`config.mk`:
```
export PLATFORM = sky130hd
export DESIGN_NAME = mem_stage
export DESIGN_NICKNAME = d
export VERILOG_FILES = /design/src/rtl/mem_stage_pkg.sv /design/src/rtl/load_align.sv /design/src/rtl/mem_stage.sv
export VERILOG_INCLUDE_DIRS = /design/src /design/src/rtl
export SDC_FILE = /design/constraint.sdc
export NUM_CORES = 1
export LEC_CHECK = 0
export CAP_MARGIN = 20
export CORE_ASPECT_RATIO = 0.5
export CORE_MARGIN = 3
export CORE_UTILIZATION = 30
export CTS_BUF_LIST = sky130_fd_sc_hd__clkbuf_4 sky130_fd_sc_hd__clkbuf_8 sky130_fd_sc_hd__clkbuf_16
export CTS_CLUSTER_DIAMETER = 50
export DETAILED_ROUTE_END_ITERATION = 10
export DONT_BUFFER_PORTS = 1
export GPL_TIMING_DRIVEN = 0
export HOLD_SLACK_MARGIN = 0.03
export PLACE_DENSITY = 0.4
export REMOVE_ABC_BUFFERS = 1
export SLEW_MARGIN = 20
export SYNTH_ARGS = -nofsm -noshare
export SYNTH_HDL_FRONTEND = slang
export SYNTH_SLANG_ARGS = --single-unit
export TNS_END_PERCENT = 10
```
`constraint.sdc`:
```
create_clock -name clk -period 8.9 [get_ports clk]
set_clock_uncertainty 0.1 [all_clocks]
set_input_delay 2.225 -clock clk [delete_from_list [all_inputs] [get_ports clk]]
set_output_delay 2.225 -clock clk [all_outputs]
set_load 0.02 [all_outputs]
```
`src/rtl/mycpu.vh`:
```
// rtl/mycpu.vh - shared pipeline bus widths and load-type codes
`ifndef MYCPU_VH
`define MYCPU_VH

`define ES_TO_MS_BUS_WD 75
`define MS_TO_WS_BUS_WD 70
`define MS_TO_DS_BUS_WD 39

`define LD_TYPE_W  3'd0
`define LD_TYPE_B  3'd1
`define LD_TYPE_BU 3'd2
`define LD_TYPE_H  3'd3
`define LD_TYPE_HU 3'd4

`endif

```
`src/rtl/mem_stage_pkg.sv`:
```
// rtl/mem_stage_pkg.sv - MEM stage types, load codes and bus widths
`include "mycpu.vh"

package mem_stage_pkg;

    localparam int ES_TO_MS_BUS_WD = `ES_TO_MS_BUS_WD;
    localparam int MS_TO_WS_BUS_WD = `MS_TO_WS_BUS_WD;
    localparam int MS_TO_DS_BUS_WD = `MS_TO_DS_BUS_WD;

    localparam logic [2:0] LD_W  = `LD_TYPE_W;
    localparam logic [2:0] LD_B  = `LD_TYPE_B;
    localparam logic [2:0] LD_BU = `LD_TYPE_BU;
    localparam logic [2:0] LD_H  = `LD_TYPE_H;
    localparam logic [2:0] LD_HU = `LD_TYPE_HU;

    // Response tracking for the single outstanding data request
    typedef enum logic [1:0] {
        S_IDLE = 2'd0,
        S_WAIT = 2'd1,
        S_HOLD = 2'd2
    } ms_state_e;

endpackage

```
`src/rtl/load_align.sv`:
```
// rtl/load_align.sv - byte/half selection and extension of load data
`include "mycpu.vh"

module load_align
    import mem_stage_pkg::*;
(
    input  logic [2:0]  ld_type,
    input  logic [1:0]  addr,
    input  logic [31:0] rdata,
    output logic [31:0] result
);

    logic [7:0]  byte_sel;
    logic [15:0] half_sel;

    // Pick the addressed byte/half; addr[0] does not matter for halves
    always_comb begin
        byte_sel = rdata[7:0];
        case (addr)
            2'd0: byte_sel = rdata[7:0];
            2'd1: byte_sel = rdata[15:8];
            2'd2: byte_sel = rdata[23:16];
            2'd3: byte_sel = rdata[31:24];
            default: byte_sel = rdata[7:0];
        endcase
        half_sel = addr[1] ? rdata[31:16] : rdata[15:0];
    end

    // Extend according to load type; unused codes fall back to a word load
    always_comb begin
        result = rdata;
        case (ld_type)
            LD_B:    result = {{24{byte_sel[7]}}, byte_sel};
            LD_BU:   result = {24'd0, byte_sel};
            LD_H:    result = {{16{half_sel[15]}}, half_sel};
            LD_HU:   result = {16'd0, half_sel};
            default: result = rdata;
        endcase
    end

endmodule

```
`src/rtl/mem_stage.sv`:
```
// rtl/mem_stage.sv - MEM pipeline stage with data response tracking
`include "mycpu.vh"

module mem_stage
    import mem_stage_pkg::*;
(
    input  logic                        clk,
    input  logic                        reset,
    output logic                        ms_allowin,
    input  logic                        es_to_ms_valid,
    input  logic [`ES_TO_MS_BUS_WD-1:0] es_to_ms_bus,
    input  logic                        ws_allowin,
    output logic                        ms_to_ws_valid,
    output logic [`MS_TO_WS_BUS_WD-1:0] ms_to_ws_bus,
    output logic [`MS_TO_DS_BUS_WD-1:0] ms_to_ds_bus,
    input  logic                        data_sram_data_ok,
    input  logic [31:0]                 data_sram_rdata
);

    logic                        ms_valid;
    logic [`ES_TO_MS_BUS_WD-1:0] es_to_ms_bus_r;

    logic        res_from_mem;
    logic [2:0]  ld_type;
    logic        mem_req;
    logic        gr_we;
    logic [4:0]  dest;
    logic [31:0] alu_result;
    logic [31:0] pc;

    ms_state_e   state;
    ms_state_e   state_next;
    logic        buf_valid;
    logic [31:0] buf_data;

    logic        data_ok;
    logic        ms_ready_go;
    logic        accept;
    logic        new_mem_req;
    logic        leave;
    logic [31:0] load_data;
    logic [31:0] aligned_data;
    logic [31:0] final_result;
    logic        fwd_valid;
    logic        fwd_blocked;

    assign {res_from_mem, ld_type, mem_req, gr_we, dest, alu_result, pc} = es_to_ms_bus_r;

    // A response only belongs to us while a request is actually outstanding
    assign data_ok     = data_sram_data_ok && (state == S_WAIT);
    assign ms_ready_go = !mem_req || data_ok || buf_valid;
    assign ms_allowin  = !ms_valid || (ms_ready_go && ws_allowin);
    assign ms_to_ws_valid = ms_valid && ms_ready_go;
    assign accept      = es_to_ms_valid && ms_allowin;
    assign new_mem_req = accept && es_to_ms_bus[70];
    assign leave       = ms_to_ws_valid && ws_allowin;

    // Pipeline valid bit
    always_ff @(posedge clk) begin
        if (reset) begin
            ms_valid <= 1'b0;
        end else if (ms_allowin) begin
            ms_valid <= es_to_ms_valid;
        end
    end

    // Instruction payload; contents only matter while ms_valid is set
    always_ff @(posedge clk) begin
        if (accept) begin
            es_to_ms_bus_r <= es_to_ms_bus;
        end
    end

    // Response FSM state register
    always_ff @(posedge clk) begin
        if (reset) begin
            state <= S_IDLE;
        end else begin
            state <= state_next;
        end
    end

    // Response FSM next state; a new memory instruction always restarts WAIT
    always_comb begin
        state_next = state;
        if (new_mem_req) begin
            state_next = S_WAIT;
        end else begin
            case (state)
                S_WAIT: begin
                    if (data_ok && !ws_allowin) begin
                        state_next = S_HOLD;
                    end else if (data_ok) begin
                        state_next = S_IDLE;
                    end
                end
                S_HOLD: begin
                    if (ws_allowin) begin
                        state_next = S_IDLE;
                    end
                end
                default: state_next = S_IDLE;
            endcase
        end
    end

    // Park the response when WB stalls; released when the instruction retires
    always_ff @(posedge clk) begin
        if (reset) begin
            buf_valid <= 1'b0;
        end else if (leave) begin
            buf_valid <= 1'b0;
        end else if (data_ok && !ws_allowin) begin
            buf_valid <= 1'b1;
            buf_data  <= data_sram_rdata;
        end
    end

    assign load_data = buf_valid ? buf_data : data_sram_rdata;

    load_align u_load_align (
        .ld_type (ld_type),
        .addr    (alu_result[1:0]),
        .rdata   (load_data),
        .result  (aligned_data)
    );

    assign final_result = res_from_mem ? aligned_data : alu_result;

    assign fwd_valid   = ms_valid && gr_we && (dest != 5'd0);
    assign fwd_blocked = fwd_valid && res_from_mem && !ms_ready_go;

    assign ms_to_ws_bus = {gr_we, dest, final_result, pc};
    assign ms_to_ds_bus = {fwd_valid, fwd_blocked, dest, final_result};

endmodule

```
# Yosys cells after proc, flatten, opt, wreduce, memory -nomap -nowiden
# Index checks and enable logic that the tools add are counted.
[op_classes]
bitwise = 2
mux = 10
eq_ne = 13
reduce_logical = 25
[ops]
columns = ["operator", "n"]
rows = [
  ["case mux 32 bit (4 select lines)", 1],
  ["two-way mux 32 bit", 2],
  ["case mux 8 bit (4 select lines)", 1],
  ["two-way mux 16 bit", 1],
  ["logical AND 1 bit", 11],
  ["== test 2 bit (second input constant)", 3],
  ["== test 3 x 2 -> 1 bit (second input constant)", 2],
  ["two-way mux 2 bit", 3],
  ["nonzero test 5 bit", 1],
  ["== test 2 x 1 -> 1 bit (second input constant)", 2],
  ["logical NOT 1 bit", 4],
  ["inequality test 4 x 3 -> 1 bit (second input constant)", 1],
  ["case mux 2 bit (2 select lines)", 1],
  ["AND reduction 2 bit", 2],
  ["OR reduction 2 bit", 2],
  ["== test 3 x 1 -> 1 bit (second input constant)", 1],
  ["== test 3 bit (second input constant)", 1],
  ["logical OR 1 bit", 3],
  ["inequality test 3 x 2 -> 1 bit (second input constant)", 1],
  ["inequality test 3 bit (second input constant)", 1],
  ["AND reduction 3 bit", 1],
  ["logical NOT 2 bit", 1],
  ["inequality test 2 bit (second input constant)", 1],
  ["NOT 1 bit", 2],
  ["two-way mux 1 bit", 1],
]
[word_totals]
in_bits = 112
elab_cells = 56
register_bits = 111
output_inout_bits = 111

# Longest topological paths before layout
[logic_depth]
word_depth = 10
depth_mapped = 8

# By module
# From an unflattened synthesis, not the netlist that was laid out.
[unflattened]
cells_unflattened = 385
hier_area_um2 = 5670.4
[by_module_without_submodules]
columns = ["mod", "seq_area_each_um2", "cells_each", "area_per_inst_um2", "n_inst"]
rows = [
  ["mem_stage", 3293.2, 286, 4787.1, 1],
  ["load_align", 0.0, 99, 883.3, 1],
]

# Worst setup path before layout
# OpenSTA, ideal clock, no wires.
[synth_timing]
path_kind = "in2out"
startpoint = "input port data_sram_rdata[15]"
endpoint = "output port ms_to_ws_bus[56]"
stages = 6
slack_ps = 3055
required_ps = 6575
arrival_ps = 3520
path_cell_list = "mux2i_1 a22oi_1 a31oi_2 buf_2 a31oi_1 buf_4"
[synth_between]
elab_chain_cells = 4
word_cells_on_any_way = 5
[synth_lines]
columns = ["item", "line_no", "source"]
rows = [
  ["start, declared", "mem_stage.sv:17", "input logic [31:0] data_sram_rdata"],
  ["two-way mux 32 bit *", "mem_stage.sv:119", "assign load_data = buf_valid ? buf_data : data_sram_rdata;"],
  ["case mux 8 bit (4 select lines) / two-way mux 16 bit (equally long branches)", "load_align.sv:19, load_align.sv:26", ""],
  ["case mux 32 bit (4 select lines) *", "load_align.sv:32", "case (ld_type)"],
  ["two-way mux 32 bit *", "mem_stage.sv:128", "assign final_result = res_from_mem ? aligned_data : alu_result;"],
  ["end, declared", "mem_stage.sv:14", "output logic [`MS_TO_WS_BUS_WD-1:0] ms_to_ws_bus,"],
]
# Mark *: on every way between the ends. The rest lies on a longest branch, timed or not.

# Worst setup path after layout
[layout_timing]
startpoint = "input port data_sram_rdata[15]"
endpoint = "output port ms_to_ds_bus[14]"
[layout_between]
elab_chain_cells = 4
[layout_lines]
columns = ["item", "line_no", "source"]
rows = [
  ["two-way mux 32 bit", "mem_stage.sv:119", ""],
  ["case mux 8 bit (4 select lines)", "load_align.sv:19", "case (addr)"],
  ["case mux 32 bit (4 select lines)", "load_align.sv:32", ""],
  ["two-way mux 32 bit", "mem_stage.sv:128", ""],
  ["end, declared", "mem_stage.sv:15", "output logic [`MS_TO_DS_BUS_WD-1:0] ms_to_ds_bus,"],
]
# No other way between the ends.

==> results.txt <==
----------------------------------------------------
[Logic synthesis]
  Library cell occupying the most area in the post-synthesis netlist ... sky130_fd_sc_hd__edfxtp_1
  Instance count of the mapped netlist ... 439
  Yosys warning total ... 0
  Netlist area before placement ... 5660 sq um
  Cell with the most instances after synthesis ... sky130_fd_sc_hd__edfxtp_1
  Part of the Yosys area used for sequential elements ... 0.582
  Count of cell types in the netlist ... 51
  Average footprint of a synthesized cell ... 12.9 sq um
  Area fraction of the dominant cell type after synthesis ... 0.568
  Async set or reset register ratio after synthesis ... 0
  Number of flops mapped to enable cells by yosys ... 107
  Most used flip-flop cell after synthesis ... sky130_fd_sc_hd__edfxtp_1
  Flip-flop and latch count after synthesis ... 111
  Most numerous cell types in the synthesized netlist ... sky130_fd_sc_hd__edfxtp_1 (107), sky130_fd_sc_hd__buf_4 (83), sky130_fd_sc_hd__nor2_1 (40)
  Largest cells by area after synthesis ... sky130_fd_sc_hd__edfxtp_1 (57%), sky130_fd_sc_hd__buf_4 (11%), sky130_fd_sc_hd__mux2_2 (6.0%)

[Layout]
  Sequential cell area ... 3300 sq um
  Share of layout cells above drive strength 1 ... 0.181
  Number of standard cells in the final layout excluding fillers ... 612
  Total non-filler cell area in the finished layout ... 5640 sq um
  Area Overhead vs Synth ... -0.288%
  Number of inserted filler cells in the final layout ... 1772
  Area occupied by multi-input gates ... 1590 sq um
  Antenna fix cells ... 0
  Final-stage net count ... 468

[Detailed routing]
  Wire length reported by the detailed router ... 14100 um
  Count of TritonRoute iterations in the first routing pass ... 4
  Vias after detailed routing ... 3111
  Via-per-instance ratio ... 5.08
  Post-detailed-route DRC marker count ... 0
  Wire length per cell ... 23.0 um
  Iteration-0 DRC Markers ... 216
  Count of antenna-violating nets left after detailed routing ... 0

[GRT]
  Vias in the first global route ... 3164
  Antenna violations before repair ... 2
  Grt total ovfl ... 0
  Wire length of the first global-routing pass ... 20500 um
  GRT Resource Usage Total ... 0.133
  Pin count of the biggest net entering global routing ... 63

[CTS]
  Insertion delay to the later sink of the worst-skew pair ... 0.35 ns
  Number of buffers added to fix hold violations after cts ... 0
  Total of cells resized after clock tree synthesis ... 0
  CTS tree ... yes
  Number of clock sinks ... 111
  Clock slew seen by the registers of the worst setup and hold paths ... 0.08 ns
  Setup Fix Bufs, Post-CTS ... 0
  Number of CTS-inserted buffers ... 9
  H-tree level count ... 3
  Max Root-Sink Buffers ... 2
  Clk root buf ... sky130_fd_sc_hd__clkbuf_16

[Floorplan]
  Ports placed on the boundary ... 223
  Die Span X ... 200 um
  Die area ... 20600 sq um
  Initial core utilization ... 0.316
  Number of rows in the core area ... 34
  Vertical die dimension ... 103 um
  Core area ... 17900 sq um

[Setup path]
  CP arrival ... 4.00 ns
  Element type at the critical path end ... primary output
  Critical Path Source Type ... input port
  Maximum single-stage delay on the critical path ... 0.97 ns
  Type of the worst setup path ... input port to primary output
  Peak fanout along the critical path ... 24
  Required @ worst endpoint ... 6.58 ns
  Critical Path, Cell by Cell ... mux2i_1, a22oi_1, a31oi_4, a31oi_1
  Critical-path cell with the highest stage delay ... sky130_fd_sc_hd__a31oi_1

[STA]
  Max-slew headroom ... 0.197
  Worst Tran Pin Value ... 1.20 ns
  Time the worst path needs with I/O delays and setup ... 6.32 ns
  Final-report setup violation count ... 0
  Setup ws final ... 2.58 ns
  Post-route worst hold slack ... 0.424 ns
  Final Hold Viols ... 0
  Fmax ... 158 MHz
  Final period util ... 0.710
  Setup Total Neg Slack ... 0 ns
  Final max-slew violation count ... 0
  Unrepaired setup endpoints after global routing ... no

[Flow run]
  Max_cap viols ... 0

[Placement]
  Area after detailed placement ... 5330 sq um
  HPWL reported at the end of detailed placement ... 10200 um
  Placed Cells incl. Taps ... 597
  Setup slack at placement ... 2.60 ns
  PortBufs ... 0
  Weighted congestion reported at the end of routability-driven placement ... 0.751

[Hold path]
  Hold crit path type ... flop to flop

[Run status]
  Result of the run ... finished, final reports clean

[Pwr]
  Power density normalized to cell area ... 212 nW/um^2
  Static leakage power ... 1.81 nW
  Maximum vdd ir drop ... 110 uV

----------------------------------------------------
## placed cells by master (no fill, tap or decap), drive strengths merged, types with 4 or more instances in the layout
cell type  Yosys  layout
nand2         31      31
a31oi         32      32
mux2          30      30
a22o           4       4
o21ai          6       6
nand2b         5       5
o211ai         7       7
inv            8       9
mux4           9       9
a21oi         11      11
a32oi          4       4
buf           95       7
edfxtp       107     107
and3           4       4
mux2i          4       4
clkbuf         5       9
nor2          40      40
dfxtp          4       4
## layer usage
metal | GRT usage | share of wire | vias to the layer above
met3 | 0.0590 | 0.079 | 16
met1 | 0.165 | 0.43 | 1586
met4 | 0.0347 | 0.013 | 4
met5 | 0 | 0.0015 | -
li1 | - | - | 1388
met2 | 0.215 | 0.48 | 117
## stage by stage
stage | util | power [W]
6_report | 0.315 | 0.00120
5_1_grt | 0.315 | 0.00124
4_1_cts | 0.315 | 0.00121
3_5_place_dp | 0.298 | 0.000789
3_3_place_gp | 0.291 | 0.000786
2_1_floorplan | - | 0.000753
## registers in the layout, summed over array words and instances, names as in the netlist
signal,cells
es_to_ms_bus_r,75
state,2
buf_valid,1
ms_valid,1
buf_data,32
## worst paths after layout
path	cells after the start	slack, ns	end	start
worst min-delay path	2	0.42	state[0]	state[0]
worst max register to register	5	5.82	es_to_ms_bus_r[60]	buf_valid
worst max-delay path	4	2.58	ms_to_ds_bus[14]	data_sram_rdata[15]
worst min register to register	2	0.42	state[0]	state[0]
## power by group
group	internal (W)	switching [W]
combinational	0.0000372	0.000106
sequential	0.000601	0.0000318
clock	0.000222	0.000198
## worst max-delay path: cells and delay by family
family	cells	cell delay [ns]
AO/OA/AOI/OAI	3	1.69
multiplexers	1	0.07
## cell type report
cell class | count | share of cell area
sequential | 111 | 0.585
multi-input combinational | 219 | 0.283
timing repair buffer | 7 | 0.0169
tap | 252 | 0.0559
inverter | 8 | 0.00533
clock inverter | 6 | 0.0146
clock buffer | 9 | 0.0399
## cell families (layout without fill, tap and decap cells)
family,after synthesis,count (layout),share of synthesized area
AOI/OAI and AO/OA,76,76,0.0914
buffers and inverters,109,30,0.139
xor gates and xnor gates,2,2,0.00310
and+or+nand+nor,98,98,0.0799
DFF,111,111,0.582
muxes,43,43,0.105
No activity file was read; power rests on OpenSTA's default activity.
